==> src/rtl/kvadd_ctrl_pkg.sv <==
// Shared types for the kvadd ap_ctrl sequencer: FSM states and control-protocol modes.
package kvadd_ctrl_pkg;

  typedef enum logic [1:0] {
    IDLE = 2'd0,
    RUN  = 2'd1,
    DONE = 2'd2
  } state_t;

  localparam int unsigned MODE_HS    = 0;
  localparam int unsigned MODE_CHAIN = 1;

endpackage

==> src/rtl/kvadd_ctrl_seq_if.sv <==
// Host/engine-facing control bundle of the kvadd sequencer.
// master = host and engine side; slave = the sequencer.
interface kvadd_ctrl_seq_if #(
  parameter int unsigned NUM_CH = 3,
  parameter int unsigned CNT_W  = 32
);
  logic              ap_start;
  logic              ap_continue;
  logic [NUM_CH-1:0] ch_enable;
  logic [CNT_W-1:0]  timeout_limit;
  logic [NUM_CH-1:0] ch_done;
  logic [NUM_CH-1:0] ch_start;
  logic              ap_idle;
  logic              ap_done;
  logic              ap_ready;
  logic [CNT_W-1:0]  run_cycles;
  logic [NUM_CH-1:0] done_mask;
  logic              timed_out;

  modport master (
    output ap_start, ap_continue, ch_enable, timeout_limit, ch_done,
    input  ch_start, ap_idle, ap_done, ap_ready, run_cycles, done_mask, timed_out
  );

  modport slave (
    input  ap_start, ap_continue, ch_enable, timeout_limit, ch_done,
    output ch_start, ap_idle, ap_done, ap_ready, run_cycles, done_mask, timed_out
  );
endinterface

==> src/rtl/kvadd_sat_counter.sv <==
// Saturating up-counter with synchronous clear (priority over enable) and async reset.
module kvadd_sat_counter #(
  parameter int unsigned CNT_W = 32
) (
  input  logic             clk,
  input  logic             rst,
  input  logic             clr_i,
  input  logic             en_i,
  output logic [CNT_W-1:0] cnt_o
);
  localparam logic [CNT_W-1:0] ONE = CNT_W'(1);

  logic [CNT_W-1:0] cnt_q, cnt_d;

  always_comb begin
    cnt_d = cnt_q;
    if (clr_i)                  cnt_d = '0;
    else if (en_i && ~&cnt_q)   cnt_d = cnt_q + ONE;
  end

  always_ff @(posedge clk or posedge rst) begin
    if (rst) cnt_q <= '0;
    else     cnt_q <= cnt_d;
  end

  assign cnt_o = cnt_q;
endmodule

==> src/rtl/kvadd_ctrl_seq.sv <==
// NUM_CH-channel ap_ctrl sequencer: launches enabled vadd engines, collects their
// done pulses, optionally aborts on a cycle limit, and runs the hs/chain handshake.
module kvadd_ctrl_seq
  import kvadd_ctrl_pkg::*;
#(
  parameter int unsigned NUM_CH     = 3,
  parameter int unsigned CHAIN_MODE = MODE_HS,
  parameter int unsigned CNT_W      = 32
) (
  input  logic             ap_clk,
  input  logic             areset,
  kvadd_ctrl_seq_if.slave  bus
);
  localparam logic [CNT_W-1:0] ONE = CNT_W'(1);

  state_t            state_q, state_d;
  logic              start_r_q;
  logic              start_pend_q, start_pend_d;
  logic [NUM_CH-1:0] en_q, en_d;
  logic [CNT_W-1:0]  lim_q, lim_d;
  logic [NUM_CH-1:0] pend_q, pend_d;
  logic [NUM_CH-1:0] done_mask_q, done_mask_d;
  logic              timed_out_q, timed_out_d;
  logic [NUM_CH-1:0] ch_start_q, ch_start_d;
  logic              ap_idle_q, ap_done_q, ap_ready_q;

  logic              start_edge, cont_ok, all_done, tmo_hit, launch;
  logic [NUM_CH-1:0] left;
  logic [CNT_W-1:0]  run_cycles;

  assign start_edge = bus.ap_start & ~start_r_q;
  assign cont_ok    = (CHAIN_MODE == MODE_HS) || bus.ap_continue;
  assign left       = pend_q & ~bus.ch_done;
  assign all_done   = (left == '0);
  // run_cycles is the pre-increment count, so this fires on the lim-th RUN cycle
  assign tmo_hit    = (lim_q != '0) && ((run_cycles + ONE) == lim_q);

  always_ff @(posedge ap_clk or posedge areset) begin
    if (areset) state_q <= IDLE;
    else        state_q <= state_d;
  end

  always_comb begin
    state_d      = state_q;
    start_pend_d = start_pend_q;
    en_d         = en_q;
    lim_d        = lim_q;
    pend_d       = pend_q;
    done_mask_d  = done_mask_q;
    timed_out_d  = timed_out_q;
    ch_start_d   = '0;
    launch       = 1'b0;
    case (state_q)
      IDLE: begin
        if (start_edge || start_pend_q) begin
          launch       = 1'b1;
          state_d      = RUN;
          en_d         = bus.ch_enable;
          lim_d        = bus.timeout_limit;
          pend_d       = bus.ch_enable;
          done_mask_d  = '0;
          timed_out_d  = 1'b0;
          start_pend_d = 1'b0;
          ch_start_d   = bus.ch_enable;
        end
      end
      RUN: begin
        pend_d      = left;
        done_mask_d = done_mask_q | (bus.ch_done & en_q);
        // completion wins over a coincident timeout
        if (all_done) begin
          state_d = DONE;
        end else if (tmo_hit) begin
          state_d     = DONE;
          timed_out_d = 1'b1;
        end
      end
      DONE: begin
        if (cont_ok) state_d = IDLE;
      end
      default: state_d = IDLE;
    endcase
    if (start_edge && (state_q != IDLE)) start_pend_d = 1'b1;
  end

  always_ff @(posedge ap_clk or posedge areset) begin
    if (areset) begin
      start_r_q    <= 1'b1;
      start_pend_q <= 1'b0;
      en_q         <= '0;
      lim_q        <= '0;
      pend_q       <= '0;
      done_mask_q  <= '0;
      timed_out_q  <= 1'b0;
      ch_start_q   <= '0;
      ap_idle_q    <= 1'b1;
      ap_done_q    <= 1'b0;
      ap_ready_q   <= 1'b0;
    end else begin
      start_r_q    <= bus.ap_start;
      start_pend_q <= start_pend_d;
      en_q         <= en_d;
      lim_q        <= lim_d;
      pend_q       <= pend_d;
      done_mask_q  <= done_mask_d;
      timed_out_q  <= timed_out_d;
      ch_start_q   <= ch_start_d;
      ap_idle_q    <= (state_d == IDLE);
      ap_done_q    <= (state_d == DONE);
      ap_ready_q   <= (state_d == DONE) && (state_q != DONE);
    end
  end

  kvadd_sat_counter #(.CNT_W(CNT_W)) u_run_cnt (
    .clk   (ap_clk),
    .rst   (areset),
    .clr_i (launch),
    .en_i  (state_q == RUN),
    .cnt_o (run_cycles)
  );

  assign bus.ch_start   = ch_start_q;
  assign bus.ap_idle    = ap_idle_q;
  assign bus.ap_done    = ap_done_q;
  assign bus.ap_ready   = ap_ready_q;
  assign bus.run_cycles = run_cycles;
  assign bus.done_mask  = done_mask_q;
  assign bus.timed_out  = timed_out_q;
endmodule

==> src/flat_wrapper.sv <==
// flat-port wrapper written by rule: the top's interface ports become plain ports
module kvadd_ctrl_seq_flat import kvadd_ctrl_pkg::*;
#(
  parameter int unsigned NUM_CH     = 3,
  parameter int unsigned CHAIN_MODE = MODE_HS,
  parameter int unsigned CNT_W      = 32
)
  (ap_clk, areset, bus_ap_start, bus_ap_continue, bus_ch_enable, bus_timeout_limit, bus_ch_done, bus_ch_start, bus_ap_idle, bus_ap_done, bus_ap_ready, bus_run_cycles, bus_done_mask, bus_timed_out);
  kvadd_ctrl_seq_if #(.NUM_CH(NUM_CH), .CNT_W(CNT_W)) bus_i ();
  input  logic ap_clk;
  input  logic areset;
  input wire logic [$bits(bus_i.ap_start)-1:0] bus_ap_start;
  input wire logic [$bits(bus_i.ap_continue)-1:0] bus_ap_continue;
  input wire logic [$bits(bus_i.ch_enable)-1:0] bus_ch_enable;
  input wire logic [$bits(bus_i.timeout_limit)-1:0] bus_timeout_limit;
  input wire logic [$bits(bus_i.ch_done)-1:0] bus_ch_done;
  output wire logic [$bits(bus_i.ch_start)-1:0] bus_ch_start;
  output wire logic [$bits(bus_i.ap_idle)-1:0] bus_ap_idle;
  output wire logic [$bits(bus_i.ap_done)-1:0] bus_ap_done;
  output wire logic [$bits(bus_i.ap_ready)-1:0] bus_ap_ready;
  output wire logic [$bits(bus_i.run_cycles)-1:0] bus_run_cycles;
  output wire logic [$bits(bus_i.done_mask)-1:0] bus_done_mask;
  output wire logic [$bits(bus_i.timed_out)-1:0] bus_timed_out;
  assign bus_i.ap_start = bus_ap_start;
  assign bus_i.ap_continue = bus_ap_continue;
  assign bus_i.ch_enable = bus_ch_enable;
  assign bus_i.timeout_limit = bus_timeout_limit;
  assign bus_i.ch_done = bus_ch_done;
  assign bus_ch_start = bus_i.ch_start;
  assign bus_ap_idle = bus_i.ap_idle;
  assign bus_ap_done = bus_i.ap_done;
  assign bus_ap_ready = bus_i.ap_ready;
  assign bus_run_cycles = bus_i.run_cycles;
  assign bus_done_mask = bus_i.done_mask;
  assign bus_timed_out = bus_i.timed_out;
  kvadd_ctrl_seq #(.NUM_CH(NUM_CH), .CHAIN_MODE(CHAIN_MODE), .CNT_W(CNT_W)) u_core (.ap_clk(ap_clk), .areset(areset), .bus(bus_i));
endmodule
==> config.mk <==
export PLATFORM = sky130hd
export DESIGN_NAME = kvadd_ctrl_seq_flat
export DESIGN_NICKNAME = d
export VERILOG_FILES = /design/src/rtl/kvadd_ctrl_pkg.sv /design/src/rtl/kvadd_ctrl_seq_if.sv /design/src/rtl/kvadd_sat_counter.sv /design/src/rtl/kvadd_ctrl_seq.sv /design/src/flat_wrapper.sv
export SDC_FILE = /design/constraint.sdc
export NUM_CORES = 1
export LEC_CHECK = 0
export BUFFER_PORTS_ARGS = -buffer_cell sky130_fd_sc_hd__buf_2
export CAP_MARGIN = 10
export CORE_MARGIN = 4
export CORE_UTILIZATION = 35
export DETAILED_ROUTE_END_ITERATION = 7
export HOLD_SLACK_MARGIN = 0.05
export REMOVE_ABC_BUFFERS = 1
export SETUP_SLACK_MARGIN = 0.3
export SLEW_MARGIN = 10
export SYNTH_ARGS = -nofsm -noshare
export SYNTH_HDL_FRONTEND = slang
export SYNTH_SLANG_ARGS = --single-unit
==> constraint.sdc <==
create_clock -name ap_clk -period 3.15 [get_ports ap_clk]
set_clock_uncertainty 0.1 [all_clocks]
set_input_delay 0.63 -clock ap_clk [delete_from_list [all_inputs] [get_ports ap_clk]]
set_output_delay 0.63 -clock ap_clk [all_outputs]
set_load 0.02 [all_outputs]
==> flow_metrics.py, run 1 <==
metrics = {
    "status": {
        "status": "completed",
    },
    "setup_path": {
        "r2r-start": "u_core.u_run_cnt.cnt_o[1]$_DFFE_PP0P_",
        "cpMostUsedCell": "nand4_1",
        "crit_type": "reg2reg",
        "crit_path_end_kind": "flop",
        "crit_start": "u_core.u_run_cnt.cnt_o[1]$_DFFE_PP0P_",
        "worstPathCellList": "buf_4 > nand4_1 > buf_4 > nor3_4 > nand4_1 > xnor2_1 > and4_1 > nand4_1 > or4_4 > a31o_1",
        "cp_top_family": "simple AND/OR/NAND/NOR gates",
        "worst-endpoint-arrival_ns": 2.95,
        "crit_buf_inv": 2,
        "required_ns": 3.28,
        "crit_slowest_cell": "or4_4",
        "path_max_fanout": 5,
        "start_kind": "flop",
        "cp_slowest_stage_delay_ns": 0.58,
    },
    "timing": {
        "tns_ns": 0,
        "maxSlewHeadroom_pct": 62.79,
        "layout_setup_ws_ns": 0.3318,
        "grt_setup_unrepaired": "true",
        "hold_viol": 0,
        "finalSetupViolCount": 0,
        "worst_hold_slack_ns": 0.2827,
        "maxSlewViolCount": 0,
        "fmax_mhz": 354.8,
        "worstMarginPinSlew_ns": 0.5551,
        "period_needed_ns": 2.818,
        "period_share_pct": 89.47,
    },
    "pwr": {
        "switchingPower_mw": 1.861,
        "ir_drop_mv": 0.3669,
        "pwr-share-seq_pct": 36.8,
        "power_frac_clock_pct": 24.1,
        "p_per_area_nw_per_um2": 750.6,
        "intPower_mw": 2.838,
        "p_total_mw": 4.699,
        "leakagePower_nw": 2.995,
        "p_comb_share_pct": 39.1,
        "p_sw_share_pct": 39.60,
    },
    "placement": {
        "routabilityCongestion": 0.9129,
        "hpwl_um": 10460,
        "port_buffers": 82,
        "dp_worst_setup_slack_ns": 0.1544,
        "placement.cell_area_um2": 5617,
    },
    "clock_network": {
        "clockBufferDepth": 2,
        "numCtsBuffers": 9,
        "clk_pin_slew_ns": 0.06,
        "cts_tree": "done",
        "cts-root-buf": "clkbuf_16",
        "insertion_delay_ns": 0.34,
        "numClockSinks": 84,
        "cts_hold_buffers": 0,
        "cts_htree_levels": 3,
    },
    "yosys": {
        "ys_types": 59,
        "yosys-top-cells-count": "nand2_1 (122), dfrtp_1 (82), o21ai_0 (45)",
        "yosys.area.top_type_share_pct": 42.73,
        "ys_ff_latch": 84,
        "synthCells": 550,
        "ys_top_cells_by_area": "dfrtp_1 (43%), nand2_1 (9.5%), xnor2_1 (6.2%), o21ai_0 (4.7%), nor2_1 (2.7%)",
        "synth_area_um2": 4802,
        "synth_most_common_cell": "nand2_1",
        "syn_avg_cell_area_um2": 8.731,
        "async_flop_share_pct": 100.0,
        "synth_edf_count": 0,
        "seq_area_frac_synth_pct": 43.82,
        "synth_warnings": 0,
        "synth_ff_type": "dfrtp_1",
        "yosysTopAreaCell": "dfrtp_1",
    },
    "global_routing": {
        "grt_max_degree": 85,
        "grt_util_all_layers_pct": 18.52,
        "grt.overflow.total": 0,
        "grt_pass1_vias": 4457,
        "antenna_found_initial": 0,
        "grt_pass1_wl_um": 23470,
    },
    "route": {
        "drt_iter0_drc": 445,
        "post_drt_via_cell_ratio": 5.350,
        "wl_per_cell_um": 17.33,
        "ant_nets": 0,
        "remaining_drc_errors": 0,
        "vias": 4553,
        "wirelength_um": 14750,
        "dr.pass1.iters": 5,
    },
    "job": {
        "drv_cap": 0,
    },
    "floorplanning": {
        "fp.coreArea_um2": 13350,
        "die_w_um": 125.1,
        "ioPinCount": 84,
        "die_area_um2": 15660,
        "die_h_um": 125.1,
        "std_cell_rows": 42,
        "start_util_pct": 35.98,
    },
    "final_layout": {
        "drive_gt1_share_pct": 30.37,
        "fin_nets": 713,
        "synthToLayoutAreaGrowth_pct": 30.35,
        "finish.instance_area_um2": 6260,
        "diodes": 0,
    },
    "hold_path": {
        "worstHoldPathType": "in2async",
    },
}
[flip-flops by register name, indices dropped and copies added (netlist names), 2 cells and up]
register	flops
u_core.lim_q	32
u_core.u_run_cnt.cnt_o	32
u_core.bus.ch_start	3
u_core.bus.done_mask	3
u_core.en_q	3
u_core.pend_q	3
u_core.state_q	2
[path summary, 6_finish.rpt]
kind                                                     to  slack, ns  cells past startpoint
min in group ap_clk              u_core.start_r_q$_DFF_PP1_       0.30                      1
hold / removal                 u_core.pend_q[0]$_DFFE_PP0P_       0.28                      3
hold reg to reg            u_core.bus.timed_out$_DFFE_PP0P_       0.38                      2
max in group asynchronous        u_core.start_r_q$_DFF_PP1_       2.29                      3
setup / recovery                u_core.state_q[0]$_DFF_PP0_       0.33                     10
setup reg to reg                u_core.state_q[0]$_DFF_PP0_       0.33                     10
[tightest hold or removal path: cells and delay by family]
kind	cells	cell delay, ns
buf+inv	3	0.52
[placed cells by master (no fill, tap or decap), types with 3 or more instances in the layout]
cell	synthesis	layout
o21ai_0	45	45
dfrtp_2	0	6
a31oi_1	6	6
nand3_1	14	14
and2_1	7	6
and4_1	8	6
nor2_1	34	31
nor4_1	9	8
buf_6	3	9
nor2b_1	10	10
xnor2_1	34	34
nor3_2	0	3
and4_4	4	6
nand4_1	16	16
o31ai_1	16	15
clkbuf_16	0	9
buf_2	10	82
a21oi_1	16	14
nand2b_1	9	9
inv_1	12	10
nor3_4	1	3
xor2_1	13	13
nand2_1	122	122
clkbuf_1	21	3
o41ai_1	7	7
buf_4	1	52
dfrtp_1	82	76
[through the flow]
step | util [%] | cells
after floorplan | - | 514
after global placement | 42.08 | 814
after detailed placement | 42.08 | 814
after CTS | 45.30 | 839
after global routing | 46.90 | 851
final | 46.90 | 851
[timing repair]
action / 4_1_cts / 5_1_grt
setup endpoints to repair: 5 / 6
pin swaps: 5 / 16
gates cloned: 0 / 0
buffers inserted: 9 / 12
gates resized for setup: 15 / 32
[per-layer routing]
metal | global-route usage, % | wire (um) | vias to the layer above
li1 | - | - | 2178
met1 | 26.19 | 6869 | 2214
met2 | 27.65 | 6586 | 132
met3 | 3.667 | 845 | 29
met4 | 8.036 | 451 | 0
met5 | 0 | 0 | -
[power by group through the flow]
stage	Clock (mW)	Combinational, mW	Sequential [mW]
after floorplan	0	1.14	1.72
after global routing	1.20	2.06	1.78
after global placement	0	1.73	1.71
final	1.13	1.84	1.73
after CTS	1.16	1.79	1.71
after detailed placement	0	1.77	1.73
[kinds of logic after synthesis]
logic type | count (synthesis) | synth area share [%]
buf+inv | 48 | 4.560
xor+xnor | 48 | 9.067
fa+ha+maj | 1 | 0.2605
flops | 84 | 43.82
compound gates | 115 | 15.22
simple gates | 254 | 27.07
[area by class of cell]
type / instances / area (um^2)
Fill cell: 1344 / 7088
Inverter: 12 / 50.05
Clock inverter: 4 / 73.82
Sequential cell: 84 / 2112
Multi-Input combinational cell: 418 / 2625
Timing Repair Buffer: 145 / 942.2
Tap cell: 176 / 220.2
Clock buffer: 12 / 236.5
Power figures use the tool's default switching activity.
==> inputs of run 2 (changes only) <==
Settings changed: RECOVER_POWER from default to 50.
==> run 2 against run 1 <==
Against the previous run: clock-buffer cell count is the same; total power shrank 0.31%; setup slack gained 0.0030 ns; non-clock buffer count is the same; critical path type unchanged; largest cell class unchanged; largest power group unchanged; highest routed layer unchanged.
==> flow_metrics.py, run 2 (same netlist as run 1, synthesis figures left out) <==
metrics = {
    "global_routing": {
        "grt_max_degree": 85,
        "grt_pass1_vias": 4457,
        "grt_util_all_layers_pct": 18.52,
        "antenna_found_initial": 0,
        "grt_pass1_wl_um": 23470,
        "grt.overflow.total": 0,
    },
    "setup_path": {
        "worstReg2RegEnd": "u_core.state_q[0]$_DFF_PP0_",
        "path_max_fanout": 5,
        "crit_type": "reg2reg",
        "rrSetupSlack_ns": 0.33,
        "worst-r2r-cell-count": 10,
        "start_kind": "flop",
        "r2r-start": "u_core.u_run_cnt.cnt_o[1]$_DFFE_PP0P_",
        "worst-endpoint-arrival_ns": 2.94,
        "crit_path_end_kind": "flop",
        "required_ns": 3.28,
    },
    "hold_path": {
        "worstHoldPathType": "in2reg",
        "min_to": "u_core.start_r_q$_DFF_PP1_",
        "holdPathStages": 1,
        "hold_start": "bus_ap_start",
    },
    "route": {
        "wl_per_cell_um": 17.33,
        "dr.pass1.iters": 5,
        "ant_nets": 0,
        "dr_wl_met3_um": 820,
        "post_drt_via_cell_ratio": 5.378,
        "wirelength_um": 14750,
        "wl_met2_um": 6550,
        "drt_iter0_drc": 351,
        "vias": 4577,
        "wl_met1_um": 6895,
        "remaining_drc_errors": 0,
        "top_layer_used": "met4",
    },
    "timing": {
        "hold_viol": 0,
        "layout_setup_ws_ns": 0.3349,
        "fmax_mhz": 355.2,
        "finalSetupViolCount": 0,
        "maxSlewHeadroom_pct": 37.96,
        "worst_hold_slack_ns": 0.2851,
        "tns_ns": 0,
        "worstMarginPinSlew_ns": 0.9235,
        "period_needed_ns": 2.815,
        "period_share_pct": 89.37,
        "maxSlewViolCount": 0,
        "grt_setup_unrepaired": "true",
    },
    "final_layout": {
        "stdcell_count": 851,
        "fin_nets": 713,
        "finish.instance_area_um2": 6240,
        "fin_util_pct": 46.75,
        "final_cell_mix": "nand2_1 (122), dfrtp_1 (76), buf_2 (73)",
        "synthToLayoutAreaGrowth_pct": 29.94,
        "drive_gt1_share_pct": 28.74,
        "diodes": 0,
        "final_common_cell": "nand2_1",
        "fillers": 1354,
    },
    "placement": {
        "hpwl_um": 10460,
        "port_buffers": 82,
        "routabilityCongestion": 0.9129,
        "placement.cell_area_um2": 5617,
        "dp_worst_setup_slack_ns": 0.1544,
        "place_inst": 814,
    },
    "clock_network": {
        "cts_tree": "done",
        "numCtsBuffers": 9,
        "clockBufferDepth": 2,
        "insertion_delay_ns": 0.34,
        "numClockSinks": 84,
        "clk_pin_slew_ns": 0.06,
        "cts_htree_levels": 3,
        "cts-root-buf": "clkbuf_16",
        "cts_hold_buffers": 0,
    },
    "floorplanning": {
        "ioPinCount": 84,
        "fp.coreArea_um2": 13350,
        "die_area_um2": 15660,
        "die_h_um": 125.1,
        "std_cell_rows": 42,
        "start_util_pct": 35.98,
        "die_w_um": 125.1,
    },
    "pwr": {
        "switchingPower_mw": 1.860,
        "intPower_mw": 2.824,
        "p_total_mw": 4.684,
        "power_frac_clock_pct": 24.2,
        "p_comb_share_pct": 38.9,
        "leakagePower_nw": 2.950,
        "p_sw_share_pct": 39.71,
        "pwr-share-seq_pct": 36.9,
        "p_per_area_nw_per_um2": 750.7,
        "ir_drop_mv": 0.3615,
    },
    "status": {
        "status": "completed",
    },
    "job": {
        "drv_cap": 0,
    },
}
-- run 2: cell types whose count changed in the layout (fill, tap and decap cells not counted) --
cell,change
clkbuf_1,+10
buf_2,-9
and2_0,+1
and2_1,-1
buf_4,-1
clkinv_2,-1
clkinvlp_2,+1
nor3_1,+1
nor3_2,-1
-- run 2: critical path, stage by stage (launching register included) --
cell and delay (ns):
dfrtp_2 0.43, buf_4 0.13, nand4_1 0.08, buf_4 0.17, nor3_4 0.24, nand4_1 0.18
xnor2_1 0.23, and4_1 0.22, nand4_1 0.13, or4_4 0.58, a31o_1 0.20
-- run 2: how the worst max path moves through the flow --
stage                                           start                                endpoint  slack, ns  cells past startpoint
3_3_place_gp    u_core.u_run_cnt.cnt_o[7]$_DFFE_PP0P_             u_core.state_q[0]$_DFF_PP0_       0.20                      8
4_1_cts        u_core.u_run_cnt.cnt_o[26]$_DFFE_PP0P_             u_core.state_q[0]$_DFF_PP0_       0.31                      8
2_1_floorplan   u_core.u_run_cnt.cnt_o[0]$_DFFE_PP0P_  u_core.u_run_cnt.cnt_o[10]$_DFFE_PP0P_      -1.70                      8
6_report        u_core.u_run_cnt.cnt_o[1]$_DFFE_PP0P_             u_core.state_q[0]$_DFF_PP0_       0.33                     10
3_5_place_dp    u_core.u_run_cnt.cnt_o[7]$_DFFE_PP0P_             u_core.state_q[0]$_DFF_PP0_       0.15                      8
5_1_grt         u_core.u_run_cnt.cnt_o[1]$_DFFE_PP0P_             u_core.state_q[0]$_DFF_PP0_       0.26                     11
-- run 2: layout make-up --
class                   instances  area (um^2)  area share (%)
clock inverters                 4        73.82           1.183
well taps                     176        220.2           3.529
repair buffers                145        927.1           14.86
clock buffers                  12        236.5           3.790
multi-input cells             418         2620           41.99
inverters                      12        50.05          0.8021
flip-flops and latches         84         2112           33.85
-- run 2: power groups by stage --
stage,Combinational (mW),Clock [mW],Sequential [mW]
3_3_place_gp,1.73,0,1.71
3_5_place_dp,1.77,0,1.73
5_1_grt,2.04,1.20,1.78
2_1_floorplan,1.14,0,1.72
4_1_cts,1.79,1.16,1.71
6_report,1.82,1.13,1.73
-- run 2: routing by layer --
metal / vias to the layer above / GRT usage, %
li1: 2180 / -
met4: 0 / 8.036
met5: - / 0
met1: 2233 / 26.19
met3: 33 / 3.667
met2: 131 / 27.65
-- run 2: what timing repair did --
action                     4_1_cts  5_1_grt
buffers inserted                 9       12
hold endpoints to repair         0        0
pin swaps                        5       16
setup endpoints to repair        5        6
resized for setup               15       32
==> inputs of run 3 (changes only) <==
Settings changed: MAX_ROUTING_LAYER from default to met4.
==> run 3 against run 2 <==
Against the previous run: sequential power about the same; clock-buffer cell count shrank 1; combinational power about the same; critical path depth decreased by 1.
==> flow_metrics.py, run 3 (same netlist as run 1, synthesis figures left out) <==
metrics = {
    "timing": {
        "worst_hold_slack_ns": 0.2768,
        "fmax_mhz": 347.4,
        "hold_viol": 0,
        "maxSlewHeadroom_pct": 34.14,
        "period_share_pct": 91.39,
        "period_needed_ns": 2.879,
        "finalSetupViolCount": 0,
        "grt_setup_unrepaired": "true",
        "worstMarginPinSlew_ns": 0.9803,
        "tns_ns": 0,
        "maxSlewViolCount": 0,
    },
    "final_layout": {
        "drive_gt1_share_pct": 25.75,
        "multiInputGateArea_um2": 2571,
        "diodes": 0,
        "synthToLayoutAreaGrowth_pct": 27.10,
        "final_common_cell": "nand2_1",
        "fillers": 1371,
        "fin_util_pct": 45.73,
        "final_cell_mix": "nand2_1 (122), dfrtp_1 (78), buf_2 (70)",
        "stdcell_count": 844,
        "regArea_um2": 2110,
        "fin_nets": 706,
    },
    "placement": {
        "port_buffers": 82,
        "routabilityCongestion": 0.9057,
        "place_inst": 814,
        "hpwl_um": 10470,
    },
    "setup_path": {
        "crit_type": "reg2reg",
        "r2r-start": "u_core.u_run_cnt.cnt_o[4]$_DFFE_PP0P_",
        "rrSetupSlack_ns": 0.27,
        "path_max_fanout": 6,
        "worst-r2r-cell-count": 9,
        "worst-endpoint-arrival_ns": 3.02,
        "worstReg2RegEnd": "u_core.state_q[0]$_DFF_PP0_",
        "crit_path_end_kind": "flop",
        "crit_start": "u_core.u_run_cnt.cnt_o[4]$_DFFE_PP0P_",
        "required_ns": 3.29,
        "start_kind": "flop",
    },
    "route": {
        "drt_iter0_drc": 421,
        "wl_met1_um": 6745,
        "post_drt_via_cell_ratio": 5.396,
        "vias": 4554,
        "ant_nets": 0,
        "top_layer_used": "met4",
        "dr_wl_met3_um": 803,
        "remaining_drc_errors": 0,
        "wl_met2_um": 6602,
        "wirelength_um": 14520,
        "wl_per_cell_um": 17.20,
        "dr.pass1.iters": 4,
    },
    "global_routing": {
        "grt_pass1_vias": 4548,
        "grt.overflow.total": 0,
        "grt_max_degree": 85,
        "grt_pass1_wl_um": 23940,
        "grt_util_all_layers_pct": 19.44,
        "antenna_found_initial": 0,
    },
    "clock_network": {
        "cts_htree_levels": 3,
        "cts-root-buf": "clkbuf_16",
        "numCtsBuffers": 9,
        "cts_tree": "done",
        "clockBufferDepth": 2,
        "clk_pin_slew_ns": 0.07,
        "cts_hold_buffers": 0,
        "numClockSinks": 84,
        "insertion_delay_ns": 0.35,
    },
    "pwr": {
        "p_total_mw": 4.600,
        "p_comb_share_pct": 38.8,
        "p_per_area_nw_per_um2": 753.7,
        "intPower_mw": 2.749,
        "leakagePower_nw": 2.863,
        "pwr-share-seq_pct": 37.3,
        "p_sw_share_pct": 40.25,
        "ir_drop_mv": 0.3947,
        "power_frac_clock_pct": 23.9,
        "switchingPower_mw": 1.852,
    },
    "floorplanning": {
        "fp.coreArea_um2": 13350,
        "start_util_pct": 35.98,
        "die_h_um": 125.1,
        "die_area_um2": 15660,
        "ioPinCount": 84,
        "std_cell_rows": 42,
        "die_w_um": 125.1,
    },
    "hold_path": {
        "min_to": "u_core.start_r_q$_DFF_PP1_",
        "holdPathStages": 1,
        "worstHoldPathType": "in2reg",
        "hold_start": "bus_ap_start",
    },
    "job": {
        "drv_cap": 0,
    },
    "status": {
        "status": "completed",
    },
}
[run 3: cell count changes in the layout (fill, tap and decap cells not counted), sizes merged]
| cell | change |
|---|---|
| buf | -10 |
| bufinv | -1 |
| clkbuf | +2 |
| clkinv | -2 |
| clkinvlp | +2 |
| inv | +2 |
[run 3: per-stage QoR]
step                area, um^2  worst slack [ns]
floorplan                 4628            -1.702
global placement          5617            0.1929
detailed placement        5617            0.1319
CTS                       6047            0.3021
global route              6103            0.2096
finish                    6103            0.2712
[run 3: worst max-delay path by stage]
stage,end,slack [ns],depth (start not counted)
final,u_core.state_q[0]$_DFF_PP0_,0.27,9
after CTS,u_core.state_q[0]$_DFF_PP0_,0.30,8
after floorplan,u_core.u_run_cnt.cnt_o[10]$_DFFE_PP0P_,-1.70,8
after detailed placement,u_core.state_q[0]$_DFF_PP0_,0.13,8
after global routing,u_core.state_q[0]$_DFF_PP0_,0.21,9
after global placement,u_core.state_q[0]$_DFF_PP0_,0.19,8
[run 3: area by class of cell]
class,count,area share (%)
inverter,12,0.7585
tap,176,3.608
multi-input combinational,418,42.13
clock buffer,11,3.977
sequential,84,34.56
clock inverter,5,1.005
timing repair buffer,138,13.96
[run 3: what timing repair did]
action / 4_1_cts / 5_1_grt
setup endpoints to repair: 5 / 7
buffers inserted: 9 / 5
hold endpoints to repair: 0 / 0
pin swaps: 4 / 9
gates resized for setup: 14 / 9
[run 3: metal layers]
metal / vias to the layer above / GRT usage, %
met5: - / -
met4: 0 / 7.015
met3: 29 / 4.435
met2: 156 / 29.23
met1: 2208 / 25.81
li1: 2161 / -
[run 3: critical path: stages (launching register included)]
cell	delay (ns)
dfrtp_1	0.39
buf_4	0.18
nand4_4	0.12
nor4_4	0.52
a211oi_2	0.14
a21oi_1	0.16
nor4b_2	0.24
nand4_1	0.12
or4_4	0.60
a31o_1	0.20
[run 3: power groups by stage]
stage	sequential (mW)	combinational, mW	clock [mW]
finish	1.72	1.79	1.10
CTS	1.71	1.80	1.12
global placement	1.71	1.74	0
detailed placement	1.73	1.78	0
floorplan	1.72	1.14	0
global route	1.76	2.02	1.17
